--- config.mk ---
export PLATFORM = sky130hd
export DESIGN_NAME = project_select_ctrl
export DESIGN_NICKNAME = d
export VERILOG_FILES = /design/src/rtl/proj_sel_pkg.sv /design/src/rtl/proj_sel_wb_regs.sv /design/src/rtl/project_select_ctrl.sv
export SDC_FILE = /design/constraint.sdc
export NUM_CORES = 1
export LEC_CHECK = 0
export BUFFER_PORTS_ARGS = -buffer_cell sky130_fd_sc_hd__clkbuf_2
export CAP_MARGIN = 25
export CORE_MARGIN = 2
export CORE_UTILIZATION = 32
export DETAILED_ROUTE_END_ITERATION = 10
export GPL_ROUTABILITY_DRIVEN = 0
export PLACE_DENSITY = 0.68
export SKIP_LAST_GASP = 1
export SYNTH_ARGS = -nofsm -noshare
export SYNTH_HDL_FRONTEND = slang
export SYNTH_SLANG_ARGS = --single-unit
--- constraint.sdc ---
create_clock -name wb_clk_i -period 2.03 [get_ports wb_clk_i]
set_clock_uncertainty 0.2 [all_clocks]
set_input_delay 0.5075 -clock wb_clk_i [delete_from_list [all_inputs] [get_ports wb_clk_i]]
set_output_delay 0.5075 -clock wb_clk_i [all_outputs]
set_load 0.05 [all_outputs]
--- src/rtl/proj_sel_pkg.sv ---
// Shared types and register map for the project select controller.
// Holds the switch FSM state encoding, register byte offsets and bit-field positions.
package proj_sel_pkg;

  typedef enum logic [1:0] {
    ST_IDLE = 2'd0,
    ST_DROP = 2'd1,
    ST_GAP  = 2'd2,
    ST_ARM  = 2'd3
  } state_t;

  localparam int unsigned SEL_W = 3;
  localparam int unsigned GAP_W = 8;

  localparam logic [3:0] OFF_CTRL   = 4'h0;
  localparam logic [3:0] OFF_STATUS = 4'h4;
  localparam logic [3:0] OFF_GAP    = 4'h8;
  localparam logic [3:0] OFF_IRQ    = 4'hC;

  localparam int unsigned CTRL_EN_BIT  = 8;
  localparam int unsigned ST_VALID_BIT = 8;
  localparam int unsigned ST_BUSY_BIT  = 9;
  localparam int unsigned ST_ERR_BIT   = 10;
  localparam int unsigned ST_STATE_LSB = 16;
  localparam int unsigned IRQ_DONE_BIT = 0;
  localparam int unsigned IRQ_EN_BIT   = 1;

endpackage

--- src/rtl/proj_sel_wb_regs.sv ---
// Wishbone slave decode, single-cycle ack and the register file (CTRL, STATUS, GAP, IRQ).
// Ports: i_clk/i_rst_n clock and async active-low reset; i_stb..i_adr Wishbone request;
//        i_state/i_cur/i_cur_valid FSM status in; i_take consumes the pending request;
//        i_done_set flags switch done; o_ack/o_dat Wishbone response; o_ctrl_*/o_pending/
//        o_gap request and gap to the FSM; o_irq level interrupt.
module proj_sel_wb_regs
  import proj_sel_pkg::*;
#(
  parameter int unsigned NUM_PROJ  = 5,
  parameter logic [31:0] BASE_ADDR = 32'h3000_0000,
  parameter logic [7:0]  GAP_RESET = 8'd16
) (
  input  logic             i_clk,
  input  logic             i_rst_n,
  input  logic             i_stb,
  input  logic             i_cyc,
  input  logic             i_we,
  input  logic [3:0]       i_sel,
  input  logic [31:0]      i_dat,
  input  logic [31:0]      i_adr,
  input  logic [1:0]       i_state,
  input  logic [SEL_W-1:0] i_cur,
  input  logic             i_cur_valid,
  input  logic             i_take,
  input  logic             i_done_set,
  output logic             o_ack,
  output logic [31:0]      o_dat,
  output logic [SEL_W-1:0] o_ctrl_sel,
  output logic             o_ctrl_en,
  output logic             o_pending,
  output logic [GAP_W-1:0] o_gap,
  output logic             o_irq
);

  logic             r_ack, r_en, r_pending, r_err, r_done, r_irq_en, r_irq;
  logic [31:0]      r_dat;
  logic [SEL_W-1:0] r_sel;
  logic [GAP_W-1:0] r_gap;

  logic             w_hit, w_acc, w_wr_ctrl, w_wr_gap, w_wr_irq, w_w1c, w_busy;
  logic             w_en_nxt, w_irq_en_nxt, w_done_nxt, w_sel_bad;
  logic [SEL_W-1:0] w_sel_nxt;
  logic [GAP_W-1:0] w_gap_nxt;
  logic [31:0]      w_rdata;
  logic             w_unused;

  // Accept only when not already acking, so a held strobe cannot re-trigger.
  assign w_hit     = i_stb & i_cyc & (i_adr[31:4] == BASE_ADDR[31:4]);
  assign w_acc     = w_hit & ~r_ack;
  assign w_wr_ctrl = w_acc & i_we & (i_adr[3:0] == OFF_CTRL);
  assign w_wr_gap  = w_acc & i_we & (i_adr[3:0] == OFF_GAP);
  assign w_wr_irq  = w_acc & i_we & (i_adr[3:0] == OFF_IRQ);
  assign w_busy    = (i_state != ST_IDLE) | r_pending;
  assign w_unused  = ^{i_dat[31:9], i_sel[3:2]};

  // Byte-lane merge of register writes.
  always_comb begin
    w_sel_nxt    = r_sel;
    w_en_nxt     = r_en;
    w_gap_nxt    = r_gap;
    w_irq_en_nxt = r_irq_en;
    w_w1c        = 1'b0;
    if (w_wr_ctrl && i_sel[0]) w_sel_nxt = i_dat[SEL_W-1:0];
    if (w_wr_ctrl && i_sel[1]) w_en_nxt  = i_dat[CTRL_EN_BIT];
    if (w_wr_gap && i_sel[0])  w_gap_nxt = i_dat[GAP_W-1:0];
    if (w_wr_irq && i_sel[0]) begin
      w_irq_en_nxt = i_dat[IRQ_EN_BIT];
      w_w1c        = i_dat[IRQ_DONE_BIT];
    end
  end

  // A new done event wins over a simultaneous write-1-to-clear.
  assign w_done_nxt = i_done_set | (r_done & ~w_w1c);
  assign w_sel_bad  = w_en_nxt & ({1'b0, w_sel_nxt} >= 4'(NUM_PROJ));

  // Read data mux; unmapped bits and offsets read zero.
  always_comb begin
    w_rdata = '0;
    case (i_adr[3:0])
      OFF_CTRL: begin
        w_rdata[SEL_W-1:0]   = r_sel;
        w_rdata[CTRL_EN_BIT] = r_en;
      end
      OFF_STATUS: begin
        w_rdata[SEL_W-1:0]          = i_cur;
        w_rdata[ST_VALID_BIT]       = i_cur_valid;
        w_rdata[ST_BUSY_BIT]        = w_busy;
        w_rdata[ST_ERR_BIT]         = r_err;
        w_rdata[ST_STATE_LSB +: 2]  = i_state;
      end
      OFF_GAP: w_rdata[GAP_W-1:0] = r_gap;
      OFF_IRQ: begin
        w_rdata[IRQ_DONE_BIT] = r_done;
        w_rdata[IRQ_EN_BIT]   = r_irq_en;
      end
      default: ;
    endcase
  end

  // Register state; a CTRL write in the same cycle as a take keeps the request pending.
  always_ff @(posedge i_clk or negedge i_rst_n) begin
    if (!i_rst_n) begin
      r_ack     <= 1'b0;
      r_dat     <= '0;
      r_sel     <= '0;
      r_en      <= 1'b0;
      r_pending <= 1'b0;
      r_err     <= 1'b0;
      r_gap     <= GAP_RESET;
      r_done    <= 1'b0;
      r_irq_en  <= 1'b0;
      r_irq     <= 1'b0;
    end else begin
      r_ack     <= w_acc;
      r_dat     <= (w_acc & ~i_we) ? w_rdata : '0;
      r_sel     <= w_sel_nxt;
      r_en      <= w_en_nxt;
      r_pending <= w_wr_ctrl | (r_pending & ~i_take);
      r_err     <= w_wr_ctrl ? w_sel_bad : r_err;
      r_gap     <= w_gap_nxt;
      r_done    <= w_done_nxt;
      r_irq_en  <= w_irq_en_nxt;
      r_irq     <= w_done_nxt & w_irq_en_nxt;
    end
  end

  assign o_ack      = r_ack;
  assign o_dat      = r_dat;
  assign o_ctrl_sel = r_sel;
  assign o_ctrl_en  = r_en;
  assign o_pending  = r_pending;
  assign o_gap      = r_gap;
  assign o_irq      = r_irq;

endmodule

--- src/rtl/project_select_ctrl.sv ---
// Project select controller: break-before-make switching of one-hot project activation lines.
// Ports: wb_clk_i/wb_rst_ni clock and async active-low reset; wbs_* Wishbone slave;
//        active_o one-hot-or-zero activation lines; irq_o switch-done interrupt.
module project_select_ctrl
  import proj_sel_pkg::*;
#(
  parameter int unsigned NUM_PROJ  = 5,
  parameter logic [31:0] BASE_ADDR = 32'h3000_0000,
  parameter logic [7:0]  GAP_RESET = 8'd16
) (
  input  logic                wb_clk_i,
  input  logic                wb_rst_ni,
  input  logic                wbs_stb_i,
  input  logic                wbs_cyc_i,
  input  logic                wbs_we_i,
  input  logic [3:0]          wbs_sel_i,
  input  logic [31:0]         wbs_dat_i,
  input  logic [31:0]         wbs_adr_i,
  output logic                wbs_ack_o,
  output logic [31:0]         wbs_dat_o,
  output logic [NUM_PROJ-1:0] active_o,
  output logic                irq_o
);

  state_t              r_state, w_state_nxt;
  logic [GAP_W-1:0]    r_cnt, w_cnt_nxt;
  logic [NUM_PROJ-1:0] r_active, w_active_nxt;
  logic [SEL_W-1:0]    r_cur, w_cur_nxt, r_tgt_sel, w_tgt_sel_nxt;
  logic                r_cur_valid, w_cur_valid_nxt, r_tgt_en, w_tgt_en_nxt;

  logic [SEL_W-1:0]    w_ctrl_sel;
  logic [GAP_W-1:0]    w_gap;
  logic                w_ctrl_en, w_pending, w_take, w_done_set, w_req_en, w_same;

  proj_sel_wb_regs #(
    .NUM_PROJ  (NUM_PROJ),
    .BASE_ADDR (BASE_ADDR),
    .GAP_RESET (GAP_RESET)
  ) u_regs (
    .i_clk       (wb_clk_i),
    .i_rst_n     (wb_rst_ni),
    .i_stb       (wbs_stb_i),
    .i_cyc       (wbs_cyc_i),
    .i_we        (wbs_we_i),
    .i_sel       (wbs_sel_i),
    .i_dat       (wbs_dat_i),
    .i_adr       (wbs_adr_i),
    .i_state     (r_state),
    .i_cur       (r_cur),
    .i_cur_valid (r_cur_valid),
    .i_take      (w_take),
    .i_done_set  (w_done_set),
    .o_ack       (wbs_ack_o),
    .o_dat       (wbs_dat_o),
    .o_ctrl_sel  (w_ctrl_sel),
    .o_ctrl_en   (w_ctrl_en),
    .o_pending   (w_pending),
    .o_gap       (w_gap),
    .o_irq       (irq_o)
  );

  // An out-of-range selection is treated as a disable request.
  assign w_req_en = w_ctrl_en & ({1'b0, w_ctrl_sel} < 4'(NUM_PROJ));
  assign w_same   = (w_req_en == r_cur_valid) & (~w_req_en | (w_ctrl_sel == r_cur));

  // State register.
  always_ff @(posedge wb_clk_i or negedge wb_rst_ni) begin
    if (!wb_rst_ni) r_state <= ST_IDLE;
    else            r_state <= w_state_nxt;
  end

  // Next state and datapath updates; the target is frozen on leaving IDLE.
  always_comb begin
    w_state_nxt     = r_state;
    w_cnt_nxt       = r_cnt;
    w_active_nxt    = r_active;
    w_cur_nxt       = r_cur;
    w_cur_valid_nxt = r_cur_valid;
    w_tgt_sel_nxt   = r_tgt_sel;
    w_tgt_en_nxt    = r_tgt_en;
    w_take          = 1'b0;
    w_done_set      = 1'b0;
    case (r_state)
      ST_IDLE: begin
        if (w_pending) begin
          w_take = 1'b1;
          if (!w_same) begin
            w_state_nxt   = ST_DROP;
            w_tgt_sel_nxt = w_ctrl_sel;
            w_tgt_en_nxt  = w_req_en;
            w_active_nxt  = '0;
          end
        end
      end
      ST_DROP: begin
        w_cnt_nxt   = w_gap;
        w_state_nxt = ST_GAP;
      end
      ST_GAP: begin
        if (r_cnt == '0) begin
          w_state_nxt = ST_ARM;
          for (int i = 0; i < NUM_PROJ; i++) begin
            w_active_nxt[i] = r_tgt_en & (r_tgt_sel == SEL_W'(i));
          end
          w_cur_nxt       = r_tgt_en ? r_tgt_sel : '0;
          w_cur_valid_nxt = r_tgt_en;
        end else begin
          w_cnt_nxt = r_cnt - GAP_W'(1);
        end
      end
      ST_ARM: begin
        w_done_set  = 1'b1;
        w_state_nxt = ST_IDLE;
      end
      default: w_state_nxt = ST_IDLE;
    endcase
  end

  // Datapath registers; reset clears the activation lines asynchronously.
  always_ff @(posedge wb_clk_i or negedge wb_rst_ni) begin
    if (!wb_rst_ni) begin
      r_cnt       <= '0;
      r_active    <= '0;
      r_cur       <= '0;
      r_cur_valid <= 1'b0;
      r_tgt_sel   <= '0;
      r_tgt_en    <= 1'b0;
    end else begin
      r_cnt       <= w_cnt_nxt;
      r_active    <= w_active_nxt;
      r_cur       <= w_cur_nxt;
      r_cur_valid <= w_cur_valid_nxt;
      r_tgt_sel   <= w_tgt_sel_nxt;
      r_tgt_en    <= w_tgt_en_nxt;
    end
  end

  assign active_o = r_active;

endmodule

==> run summary, run 1 <==
Counting both buffers and inverters, the worst setup path holds a total of 1. The cell count after synthesis came out at between 200 and 300. The checks that failed: setup timing. The synthesized area per cell is 10.5 um^2.

The number of buffers on the longest clock path came out at 2. The top fanout value on the critical path is 6. The maximum clock rate is ~500 MHz. The portion of the clock cycle consumed by the worst path in the final layout came out at 101%.

The final number of setup-violating endpoints came out at 4. The region available for standard cell placement spans roughly 8600 um^2. Counting the fill cells in the layout gives between 700 and 800. The I/O pin total is about 110. Buffers placed on the I/O ports in this run total 67. The worst setup path is of the register to register kind. The path with the worst hold slack has its endpoint at u_regs.o_gap[5]$_DFFE_PN0P_. The share of flip-flops with an asynchronous set or reset after synthesis came out at 100%. The library cell with the largest summed area after synthesis is dfrtp_1. The tree is rooted in a clkbuf_8. After detailed routing, the number of remaining DRC violations is 0. The number of CTS-inserted buffers came out at 5. The clock latency on the worst-skew pair is roughly 320 ps. The final critical delay including setup and external delays came out at between 2000 and 2500 ps. The number of enable-type register cells in the synthesized netlist is 0. The post-route standard cell area excluding fillers came out at ~3800 um^2. For this run, the leading register cell type out of synthesis is dfrtp_1. The number of cells on the worst reg-to-reg path came out at 6.

Setup repair after global routing could not meet its margin everywhere. The maximum resistive drop on vdd is about 250 uV. The die is 98.0 um wide. The classification of the worst-slack hold path is input pin to register. For this design, the slowest cell found on the critical path is or3b_4. The total vias in the final route came out at between 2000 and 2500.

Global routing consumed, over all layers together, 14.4% of the routing resources. The initial antenna violation count came to 0. The critical path goes through inv_1 > ha_4 > or3b_4 > nor4_1 > o211ai_1 > o2bb2ai_1.

By area the synthesized netlist is led by dfrtp_1, mux2_2, buf_4. TritonCTS built the clock tree. The number of maximum-capacitance constraint violations came out at 0. The worst setup path is captured at a register. The total placed instance area is 3560 um^2. The area of combinational cells with multiple inputs came out at 1540 um^2. The largest incremental delay on the critical path came out at about 420 ps. Measured along the y axis, the die boundary spans 98.0 um.

The first routing iteration left 96 violations. The post-route antenna net violation count is 0. The setup slack after layout is -12.7 ps. The via count of the first global-routing pass came to around 2400. The synthesized area came out at roughly 2800 um^2. The effective utilization at floorplan came out at between 30% and 40%. In the routed layout, each cell is associated on average with a via count of between 4 and 5. The clock-pin slew of the registers on the worst-case setup and hold paths came out at about 100 ps. STA classifies the critical path startpoint as a register. The power density relative to cell area is a little under 500 nW/um^2. The run finished, with violations left. The sequential area share after synthesis came out at a little under half. The area enclosed by the die boundary came out at between 9000 and 10000 um^2. The number of core rows came out at 34. The number of nets in the layout came out at about 450. The final count of hold timing violations is 0.

The detailed-routing iteration count for the pre-antenna-repair pass is 4. Along the worst hold path, the cell count comes to 2. The endpoint identified for the worst register-to-register timing path is active_o[2]$_DFFE_PN0P_. The HPWL after detailed placement is ~5000 um. The number of max-slew violations in the final report came out at 0.

In the final layout, flip-flops and latches occupy between 1000 and 1500 um^2. The total of warnings raised by yosys is 0. The synthesis-stage register bit count is 54. The antenna diode count is 0. The leakage power total is 1.86 nW. The fraction of layout instances using a drive strength above 1 is between 40% and 50%. Entering global routing, the biggest net connects ~40 pins. The H-tree depth reported by CTS is 2. The required time at the endpoint of the critical path came out at slightly above 2000 ps.

In this run the critical register-to-register path is launched from r_cnt[1]$_DFFE_PN0P_. The worst hold path begins at wbs_dat_i[5]. Across all register-to-register paths, the minimum setup slack is -10 ps. The wire length reported by the detailed router is around 7000 um. At the pin with the least slew margin, the transition time is roughly 550 ps. The arrival time at the worst endpoint is about 2100 ps. The count of different cell masters after synthesis is about 50.

The portion of synthesized cell area occupied by the leading cell type came out at between 40% and 50%. The core occupancy in the finished layout came out at between 40% and 50%. The total grt overflow came out at 0. The area overhead of the layout relative to synthesis is 35.7%. The cell type group with the largest total delay on the critical path is simple AND/OR/NAND/NOR gates. The relative slew slack came out at a little over three fifths.

The global-route wire length before repair is between 10000 and 15000 um. The TritonCTS sink count came out at 54. The routed wire length per instance came out at roughly 14 um.
[worst max path at each step]
| stage | from | end | slack (ps) | depth (start not counted) |
|---|---|---|---|---|
| floorplan | r_cnt[0]$_DFFE_PN0P_ | r_state[1]$_DFFE_PN0P_ | -130 | 7 |
| CTS | r_cnt[0]$_DFFE_PN0P_ | r_state[1]$_DFFE_PN0P_ | -20 | 6 |
| finish | r_cnt[1]$_DFFE_PN0P_ | active_o[2]$_DFFE_PN0P_ | -10 | 6 |
| detailed placement | wbs_adr_i[8] | u_regs.o_ctrl_sel[0]$_DFF_PN0_ | -350 | 6 |
| global route | r_cnt[0]$_DFFE_PN0P_ | active_o[1]$_DFFE_PN0P_ | -140 | 6 |
| global placement | wbs_adr_i[26] | u_regs.o_ctrl_sel[1]$_DFF_PN0_ | -300 | 6 |
[sequential cells by signal, indices dropped and copies added (netlist names), 2 cells and up]
register and count:
r_cnt 8, active_o 5, r_state 2, r_cur 3, u_regs.o_dat 13, r_tgt_sel 3
u_regs.o_ctrl_sel 3, u_regs.o_gap 8
[layer usage]
| layer | vias up | global-route usage (%) | share of wire, % | wire length [um] |
|---|---|---|---|---|
| li1 | 1138 | - | - | - |
| met1 | 1160 | 18.9 | 46 | 3140 |
| met2 | 43 | 24.0 | 50 | 3420 |
| met3 | 10 | 3.36 | 3.4 | 236 |
| met4 | 0 | 3.74 | 1.1 | 75 |
| met5 | - | 0 | 0 | 0 |
[metrics by stage]
step	TNS (ps)	hold slack (ps)	setup slack, ps	cells	power (mW)
6_report	-34.0	218	-12.7	483	1.90
5_1_grt	-947	216	-137	483	1.97
4_1_cts	-44.1	208	-16.4	482	1.91
3_5_place_dp	-8310	261	-351	471	1.30
3_3_place_gp	-7690	251	-301	471	1.30
2_1_floorplan	-2250	11.9	-127	288	1.23
[layout make-up]
type / count / share of cell area [%]
multi-input combinational: 193 / 40.1
sequential: 54 / 35.3
timing repair buffer: 107 / 17.5
tap: 108 / 3.52
clock buffer: 6 / 1.89
inverter: 13 / 1.27
clock inverter: 2 / 0.359
[kinds of logic (layout without fill, tap and decap cells)]
kind of cell,Yosys count,count (layout),synth area share [%]
adders and majority gates,5,5,2.21
other,1,19,0.133
xor gates and xnor gates,3,3,0.930
buffers and inverters,41,128,8.10
muxes,26,26,9.96
DFF,54,54,47.9
AOI/OAI and AO/OA,53,53,12.4
and+or+nand+nor,87,87,18.3
[Yosys cell counts (6+ instances only)]
cell,instances
nand2_1,19
mux2_2,17
buf_4,19
nor2_1,8
o21ai_0,18
nor4_1,10
and2_1,11
clkbuf_1,6
a21oi_1,6
inv_1,13
mux2i_1,9
dfrtp_1,53
nor3_1,7
[cell usage in the layout, fill, tap and decap left out, types with 8 or more instances in the layout]
cell type and instances:
nor2_1 8, o21ai_0 17, buf_4 33, inv_1 12, and2_1 11, clkbuf_2 67
dfrtp_1 52, nand2_1 19, mux2_4 9, mux2i_1 9, mux2_2 8, conb_1 19
[worst register-to-register path: stages (launching register included)]
cell	delay [ps]
dfrtp_1	390
inv_1	90
ha_4	130
or3b_4	420
nor4_1	280
o211ai_1	250
o2bb2ai_1	210
[report_power, final]
part           internal, mW  total, mW   switching, mW  leakage, nW
Combinational        0.0634      0.209           0.146         1.07
Sequential             1.07       1.07  0.000000000378        0.744
Clock                 0.245      0.612           0.367       0.0452
[repair_timing]
item                                    CTS  global route
setup buffers                             2             0
resized for setup                         3            27
gates cloned                              0             1
pin swaps                                 7            11
hold buffers                              1             0
endpoints found under the hold margin    13             0
endpoints found under the setup margin   21            46
(Power assumes the default switching activity.)
==> run 2: changes to the inputs <==
CORE_UTILIZATION = 37   (was 32)
PLACE_DENSITY = 0.75   (was 0.68)
REMOVE_ABC_BUFFERS = 1   (was unset)
==> run 2 against run 1 <==
Against the previous run: the run still ends with setup timing left; first-iteration DRC count rose by 57%; utilization rose by 8.6 points; clock power rose by 17%; die area fell by 13%; routed wire length rose by 0.63%; register-to-register slack got worse by 97 ps; combinational power barely moved; via count rose by 2.8%; critical path type unchanged.
==> run summary, run 2 (same netlist as run 1, synthesis figures left out) <==
The flow ran to the end, but the final reports show violations. The final reports fail on setup timing. The final hold slack is 226 ps (+7.65 ps). The number of stages on the worst hold path is 2 (unchanged).

The detailed-routing iteration count for the pre-antenna-repair pass came out at 4 (unchanged). The setup path with the least slack is of type register to register. The number of buffers on the longest clock path is 2 (unchanged). The non-filler instance count after layout came out at 476 (-1.4%).

The floorplan die width is 91.4 um (-6.7%). The portion of total power attributed to combinational logic came out at 10.4% (-0.6 points). The number of design rule violations left after detail routing is 0 (unchanged).

The number of maximum-capacitance constraint violations is 0 (unchanged). The number of nets in the layout came out at 454 (+0.44%). The number of CTS-inserted buffers came out at 5 (unchanged).

The core footprint is 7330 um^2 (-15%). The portion of the clock cycle consumed by the worst path in the final layout is 105% (+4.8 points). The top fanout value on the critical path is 5 (-1). The total grt overflow is 0 (unchanged). The number of max-slew violations in the final report is 0 (unchanged). STA classifies the critical path startpoint as a register. The flop-to-flop setup slack is -110 ps (-100 ps). The total vias in the final route was 2416 (+2.8%).

The area overhead of the layout relative to synthesis came out at 37.6%. The TritonCTS sink count is 54 (unchanged). The endpoint of the worst hold path is u_regs.o_gap[6]$_DFFE_PN0P_.

The relative slew slack is 66.4% (+3.5 points). In this run the most critical hold path is launched from wbs_dat_i[6]. The clock latency on the worst-skew pair is 310 ps (about the same).

The most common cell after layout, fill and taps aside is clkbuf_2. The design internal power came out at 1.50 mW (+8.5%). The fraction of layout instances using a drive strength above 1 came out at 43.5% (+0.83 points). The number of vias per cell after detailed routing was 5.08 (+4.3%). TritonCTS built the clock tree. STA classifies the critical path endpoint as a register. The tree is rooted in a clkbuf_8. The maximum clock rate is 467 MHz (-4.5%). The transition time at the pin with the least slew margin came out at 502 ps (-52.1 ps).

In this run the critical register-to-register path is launched from r_cnt[0]$_DFFE_PN0P_. The signal on the critical path passes through inv_2 > ha_4 > or3b_4 > buf_12 > o32ai_4 > buf_6 > a21oi_1 > o22a_1. The wire length reported by the detailed router came out at 6920 um (+0.63%).

The I/O pin total is 112 (unchanged). The number of cells in the design after placement was 459 (-2.5%). The cell at the slowest stage of the critical path is or3b_4. The iteration-0 DRC count of the detailed router was 151 (+57%). The area enclosed by the die boundary is 8350 um^2 (-13%).

The clock-pin slew of the registers on the worst-case setup and hold paths is 100 ps (about the same). The number of cells on the worst reg-to-reg path was 8 (+2). The required time at the endpoint of the critical path came out at 2030 ps (-30 ps). The maximum resistive drop on vdd is 335 uV (+33%). The final critical delay including setup and external delays is 2140 ps (+97.4 ps). The post-route antenna net violation count came to 0 (unchanged). The H-tree depth reported by CTS came out at 2 (unchanged). The global-route wire length before repair is 10600 um (-6.4%). The worst setup slack after placement came out at -366 ps (-14.5 ps). The setup slack after layout is -110 ps (-97.4 ps). The setup total negative slack is -587 ps (-553 ps). The via count of the first global-routing pass came out at 2256 (-4.4%).

The leakage power total was 1.91 nW (+2.4%). The initial antenna violation count is 0 (unchanged). The classification of the worst-slack hold path is input pin to register.

The sequential power share is 53.8% (-2.9 points). The HPWL after detailed placement is 4790 um (-5.7%). The power density relative to cell area came out at 514 nW/um^2 (+3.9%).

The routed wire length per instance is 14.5 um (+2.1%). The pin count of the biggest net entering global routing came to 55 (+34%). The flip-flop count of the largest register, all copies and words added is 13 (unchanged). The antenna diode count is 0 (unchanged). The count of input and output buffers came to 67 (unchanged).

Setup repair after global routing could not meet its margin everywhere. The fraction of power spent switching nets came out at 24.8% (-2.2 points). The endpoint identified for the worst register-to-register timing path is r_cnt[2]$_DFFE_PN0P_. The share of total power in the clock network came to 35.8% (+3.5 points). The switching power total came out at 0.495 mW (-3.4%). The number of core rows is 31 (-8.8%). The library cells used most frequently in the layout, excluding fill and tap cells, are clkbuf_2, dfrtp_1, buf_4. The vertical die dimension is 91.4 um (-6.7%).

The aggregate global-route resource usage is 15.7% (+1.3 points). The effective utilization at floorplan is 38.5% (+5.8 points). The fill cell instance count of the final layout came out at 618 (-23%). The final count of hold timing violations is 0 (unchanged).

The largest incremental delay on the critical path came out at 420 ps (about the same). The arrival time at the worst endpoint is 2140 ps (+70 ps). The final number of setup-violating endpoints came out at 12 (+8).
-- run 2: cell count changes in the layout (fill, tap and decap cells not counted), moves of 2 or more --
cell      before  now
buf_12         2    4
buf_4         33   31
buf_6          3    7
clkbuf_2      67   65
nor3_2         2    0
-- run 2: layout make-up --
cell class                 instances  area (um^2)  area share (%)
clock inverter                     3         40.0            1.03
tap                               99          124            3.19
sequential                        54         1350            34.8
timing repair buffer             109          732            18.8
clock buffer                       5         68.8            1.77
multi-input combinational        193         1520            39.1
inverter                          13         48.8            1.26
-- run 2: metal layers --
layer / up-vias / GRT usage (%) / part of all wire, %
met5: - / 0 / 0
met1: 1201 / 19.9 / 42
met3: 10 / 3.49 / 4.6
met2: 60 / 26.2 / 52
li1: 1145 / - / -
met4: 0 / 5.56 / 1.5
-- run 2: how the worst max path moves through the flow --
stage                    startpoint                     endpoint
2_1_floorplan  r_cnt[0]$_DFFE_PN0P_         r_cnt[2]$_DFFE_PN0P_
3_3_place_gp          wbs_adr_i[14]  u_regs.o_gap[0]$_DFFE_PN0P_
3_5_place_dp          wbs_adr_i[31]  u_regs.o_gap[1]$_DFFE_PN0P_
4_1_cts        r_cnt[1]$_DFFE_PN0P_         r_cnt[4]$_DFFE_PN0P_
5_1_grt        r_cnt[0]$_DFFE_PN0P_         r_cnt[2]$_DFFE_PN0P_
6_report       r_cnt[0]$_DFFE_PN0P_         r_cnt[2]$_DFFE_PN0P_
-- run 2: critical path: cells and delay by family (launching register included) --
kind | cells | cell delay [ps]
buf+inv | 3 | 400
flops | 1 | 410
simple gates | 1 | 420
compound gates | 3 | 470
fa+ha+maj | 1 | 130
-- run 2: what timing repair did --
action                                  in CTS  in global routing
cloned                                       0                  1
setup buffers                                2                  6
endpoints found under the setup margin      28                 41
gates resized for setup                      9                 42
hold endpoints to repair                    29                  0
pin swaps                                    5                 17
hold buffers                                 1                  0
-- run 2: power groups by stage --
stage	logic, mW	registers, mW	clock network [mW]
finish	0.207	1.07	0.715
detailed placement	0.189	1.10	0
floorplan	0.0950	1.10	0
global placement	0.186	1.10	0
global route	0.222	1.08	0.762
CTS	0.193	1.07	0.730
-- run 2: per-stage QoR --
step | instance area (um^2) | total power, mW | util [%]
2_1_floorplan | 2710 | 1.19 | -
3_3_place_gp | 3440 | 1.28 | 47.0
3_5_place_dp | 3440 | 1.29 | 47.0
4_1_cts | 3630 | 2.00 | 49.5
5_1_grt | 3890 | 2.06 | 53.0
6_report | 3890 | 2.00 | 53.0
==> run 3: changes to the inputs <==
CTS_CLUSTER_DIAMETER = 40   (was unset)
SYNTH_HIERARCHICAL = 1   (was unset)
==> run 3 against run 2 <==
Against the previous run: highest routed layer unchanged; the run now ends clean; global-route usage rose by 1.1 points; die area rose by 3.1%; count of clock-buffer cells in the layout rose by 3; register-to-register slack improved by 160 ps; largest cell class unchanged; design area rose by 1.6%; worst setup slack improved by 120 ps; sequential share of layout area fell by 0.53 points.
==> run summary, run 3 <==
The worst setup path is launched from an input pin. The setup slack after layout came to 8.48 ps (+119 ps). The area enclosed by the die boundary is 8610 um^2 (+3.1%). The initial antenna violation count came out at 0 (unchanged). The total of warnings raised by yosys came out at 6 (+6).

The worst setup slack after placement is -502 ps (-137 ps). The most instantiated library cell after synthesis is dfrtp_1. The area overhead of the layout relative to synthesis came out at 35.5%. The I/O pin total was 112 (unchanged). The routed wire length per instance came out at 15.3 um (+5.4%).

The portion of synthesized cell area occupied by the leading cell type came out at 45.5% (-1.5 points). In this design, the critical path's most frequently occurring cell is nor4_4. The number of cells on the worst reg-to-reg path is 6 (-2).

The synthesized area was 2920 um^2 (+3.2%). The final hold slack came out at 226 ps (+0.00900 ps). The final number of setup-violating endpoints was 0 (-12).

The count of different cell masters after synthesis came out at 56 (+14%). The final count of hold timing violations came out at 0 (unchanged). The total grt overflow came out at 0 (unchanged). The relative slew slack came out at 66.3% (-0.12 points). The number of vias per cell after detailed routing is 5.07 (about the same). The required time at the endpoint of the critical path was 2030 ps (about the same). The total placed instance area came out at 3490 um^2 (+1.3%). The wire length reported by the detailed router came out at 7290 um (+5.4%).

The clock-pin slew of the registers on the worst-case setup and hold paths is 90 ps (about the same). The top fanout value on the critical path is 8 (+3). The kind of cell with the highest combined delay along the critical path is simple AND/OR/NAND/NOR gates. The top cell types in the final layout, fill and taps aside, are clkbuf_2, dfrtp_1, buf_4. The pin count of the biggest net entering global routing was 37 (-33%). Among all stages on the critical path, the largest delay is contributed by nor4_4. Traced cell by cell, the critical path runs through clkbuf_2 > nor4_4 > nand4_4 > nor4_4 > buf_6 > mux2_2. The TritonCTS sink count was 54 (unchanged).

The number of design rule violations left after detail routing came out at 0 (unchanged). The vertical die dimension is 92.8 um (+1.5%). The final critical delay including setup and external delays is 2020 ps (-119 ps).

The post-route antenna net violation count is 0 (unchanged). The HPWL after detailed placement came out at 5050 um (+5.5%). The power density relative to cell area is 501 nW/um^2 (-2.4%). The worst setup path is captured at a register.

The fraction of met2 tracks used by global routing came out at 28.4% (+2.2 points). The fraction of layout instances using a drive strength above 1 came out at 45.5% (+2.0 points). The most common cell after layout, fill and taps aside is clkbuf_2. The synthesis-stage register bit count came to 54 (unchanged). In the synthesized netlist the dominant register cell turns out to be dfrtp_1. The number of enable-type register cells in the synthesized netlist came to 0 (unchanged).

The buffers plus inverters on the worst setup path is 2 (-1). The number of maximum-capacitance constraint violations came out at 0 (unchanged). The detailed-routing iteration count for the pre-antenna-repair pass is 4 (unchanged). The core footprint is 7690 um^2 (+4.9%). The number of max-slew violations in the final report came out at 0 (unchanged). The iteration-0 DRC count of the detailed router is 114 (-25%). The worst hold path terminates at u_regs/o_gap[5]$_DFFE_PN0P_.

The portion of the clock cycle consumed by the worst path in the final layout came to 99.6% (-5.8 points). The maximum clock rate came out at 495 MHz (+5.9%). The global routing usage on met3 is 3.17% (-0.31 points). The global-route wire length before repair came to 11400 um (+8.4%). met2 is the most crowded layer. The post-route standard cell area excluding fillers came to 3950 um^2 (+1.6%).

The transition time at the pin with the least slew margin came out at 506 ps (+4.03 ps). The worst hold path begins at wbs_dat_i[5]. The maximum resistive drop on vdd came out at 311 uV (-7.0%). The H-tree depth reported by CTS is 2 (unchanged). The classification of the worst-slack hold path is input pin to register.

The worst register-to-register path begins at u_regs/o_ack$_DFF_PN0_. The aggregate global-route resource usage is 16.8% (+1.1 points). The total vias in the final route is 2415 (-0.041%). The floorplan die width came out at 92.8 um (+1.5%). The clock tree root buffer cell is clkbuf_8. Ranked by total cell area, the synthesized netlist is headed by dfrtp_1, mux2_2, buf_4.

The largest incremental delay on the critical path came out at 350 ps (-70 ps). The cell count after synthesis is 266 (-1.5%). In the synthesized netlist, the cells that appear most often are dfrtp_1, nand2_1, buf_4, mux2_2, and2_1. The category of the critical setup timing path is input pin to register. The synthesized area per cell came out at 11.0 um^2 (+4.7%).

The number of core rows is 32 (+3.2%). The effective utilization at floorplan is 37.9% (-0.62 points). The clock latency on the worst-skew pair came to 310 ps (about the same). The synthesized design spends more area on one cell type than any other, namely dfrtp_1. Setup repair after global routing could not meet its margin everywhere. The antenna diode count is 0 (unchanged). The number of nets in the layout came out at 452 (-0.44%). The number of CTS-inserted buffers is 5 (unchanged). The arrival time at the worst endpoint is 2020 ps (-120 ps).

The share of flip-flops with an asynchronous set or reset after synthesis came to 100% (unchanged). The leakage power total came to 1.95 nW (+2.3%). The endpoint identified for the worst register-to-register timing path is u_regs/o_irq$_DFF_PN0_.

The run finished with clean final reports. The flip-flop count of the largest register, all copies and words added is 13 (unchanged). TritonCTS built the clock tree. The count of input and output buffers is 67 (unchanged). The flop-to-flop setup slack came out at 50 ps (+160 ps). The routing usage on met1 is 21.5% (+1.6 points).

The number of stages on the worst hold path came out at 2 (unchanged). The sequential area share after synthesis is 46.4% (-1.5 points). The via count of the first global-routing pass came out at 2361 (+4.7%). The number of buffers on the longest clock path was 2 (unchanged).
## run 3: area by class of cell
cell class / count / area (um^2)
timing repair buffer: 106 / 651
multi-input combinational: 198 / 1680
sequential: 54 / 1350
fill: 685 / 3740
clock buffer: 8 / 110
tap: 102 / 128
inverter: 8 / 30.0
## run 3: logic make-up after synthesis
family,Yosys count,share of synthesized area (%)
multiplexers,25,9.83
AND/OR/NAND/NOR,99,21.4
other,1,0.129
AO/OA/AOI/OAI,42,10.9
adder cells (fa/ha/maj),6,2.58
buffers and inverters,32,6.70
flip-flops,54,46.4
XOR/XNOR,7,2.10
## run 3: worst max path at each step
stage	from	to	slack [ps]	depth (start not counted)
3_5_place_dp	wbs_adr_i[4]	u_regs/r_err$_DFFE_PN0N_	-500	6
4_1_cts	r_cnt[5]$_DFFE_PN0P_	active_o[4]$_DFFE_PN0P_	7	5
3_3_place_gp	wbs_adr_i[12]	u_regs/r_err$_DFFE_PN0N_	-420	6
6_report	wbs_adr_i[22]	u_regs/o_gap[0]$_DFFE_PN0P_	8	6
5_1_grt	wbs_adr_i[22]	u_regs/o_gap[0]$_DFFE_PN0P_	-60	6
2_1_floorplan	wbs_adr_i[12]	u_regs/o_gap[0]$_DFFE_PN0P_	-350	4
## run 3: layer usage
metal,routed length (um),vias to the layer above
li1,-,1139
met1,3140,1165
met2,3680,98
met3,335,13
met4,138,0
met5,0,-
## run 3: what timing repair did
action / CTS / global route
buffers inserted: 1 / 11
hold buffers: 1 / 0
gates resized for setup: 13 / 30
hold endpoints to repair: 17 / 0
endpoints found under the setup margin: 25 / 38
pin swaps: 3 / 10
## run 3: power breakdown
group	switching, mW	total [mW]	internal, mW
clock	0.346	0.691	0.345
combinational	0.154	0.214	0.0607
sequential	0.000000000453	1.07	1.07
## run 3: per-stage QoR
step,instances,power (mW),utilization (%),TNS [ps]
finish,476,1.98,51.4,0
global route,476,2.07,51.4,-343
CTS,465,1.98,48.1,0
detailed placement,455,1.28,45.4,-11430
global placement,455,1.28,45.4,-10190
floorplan,260,1.19,-,-4420
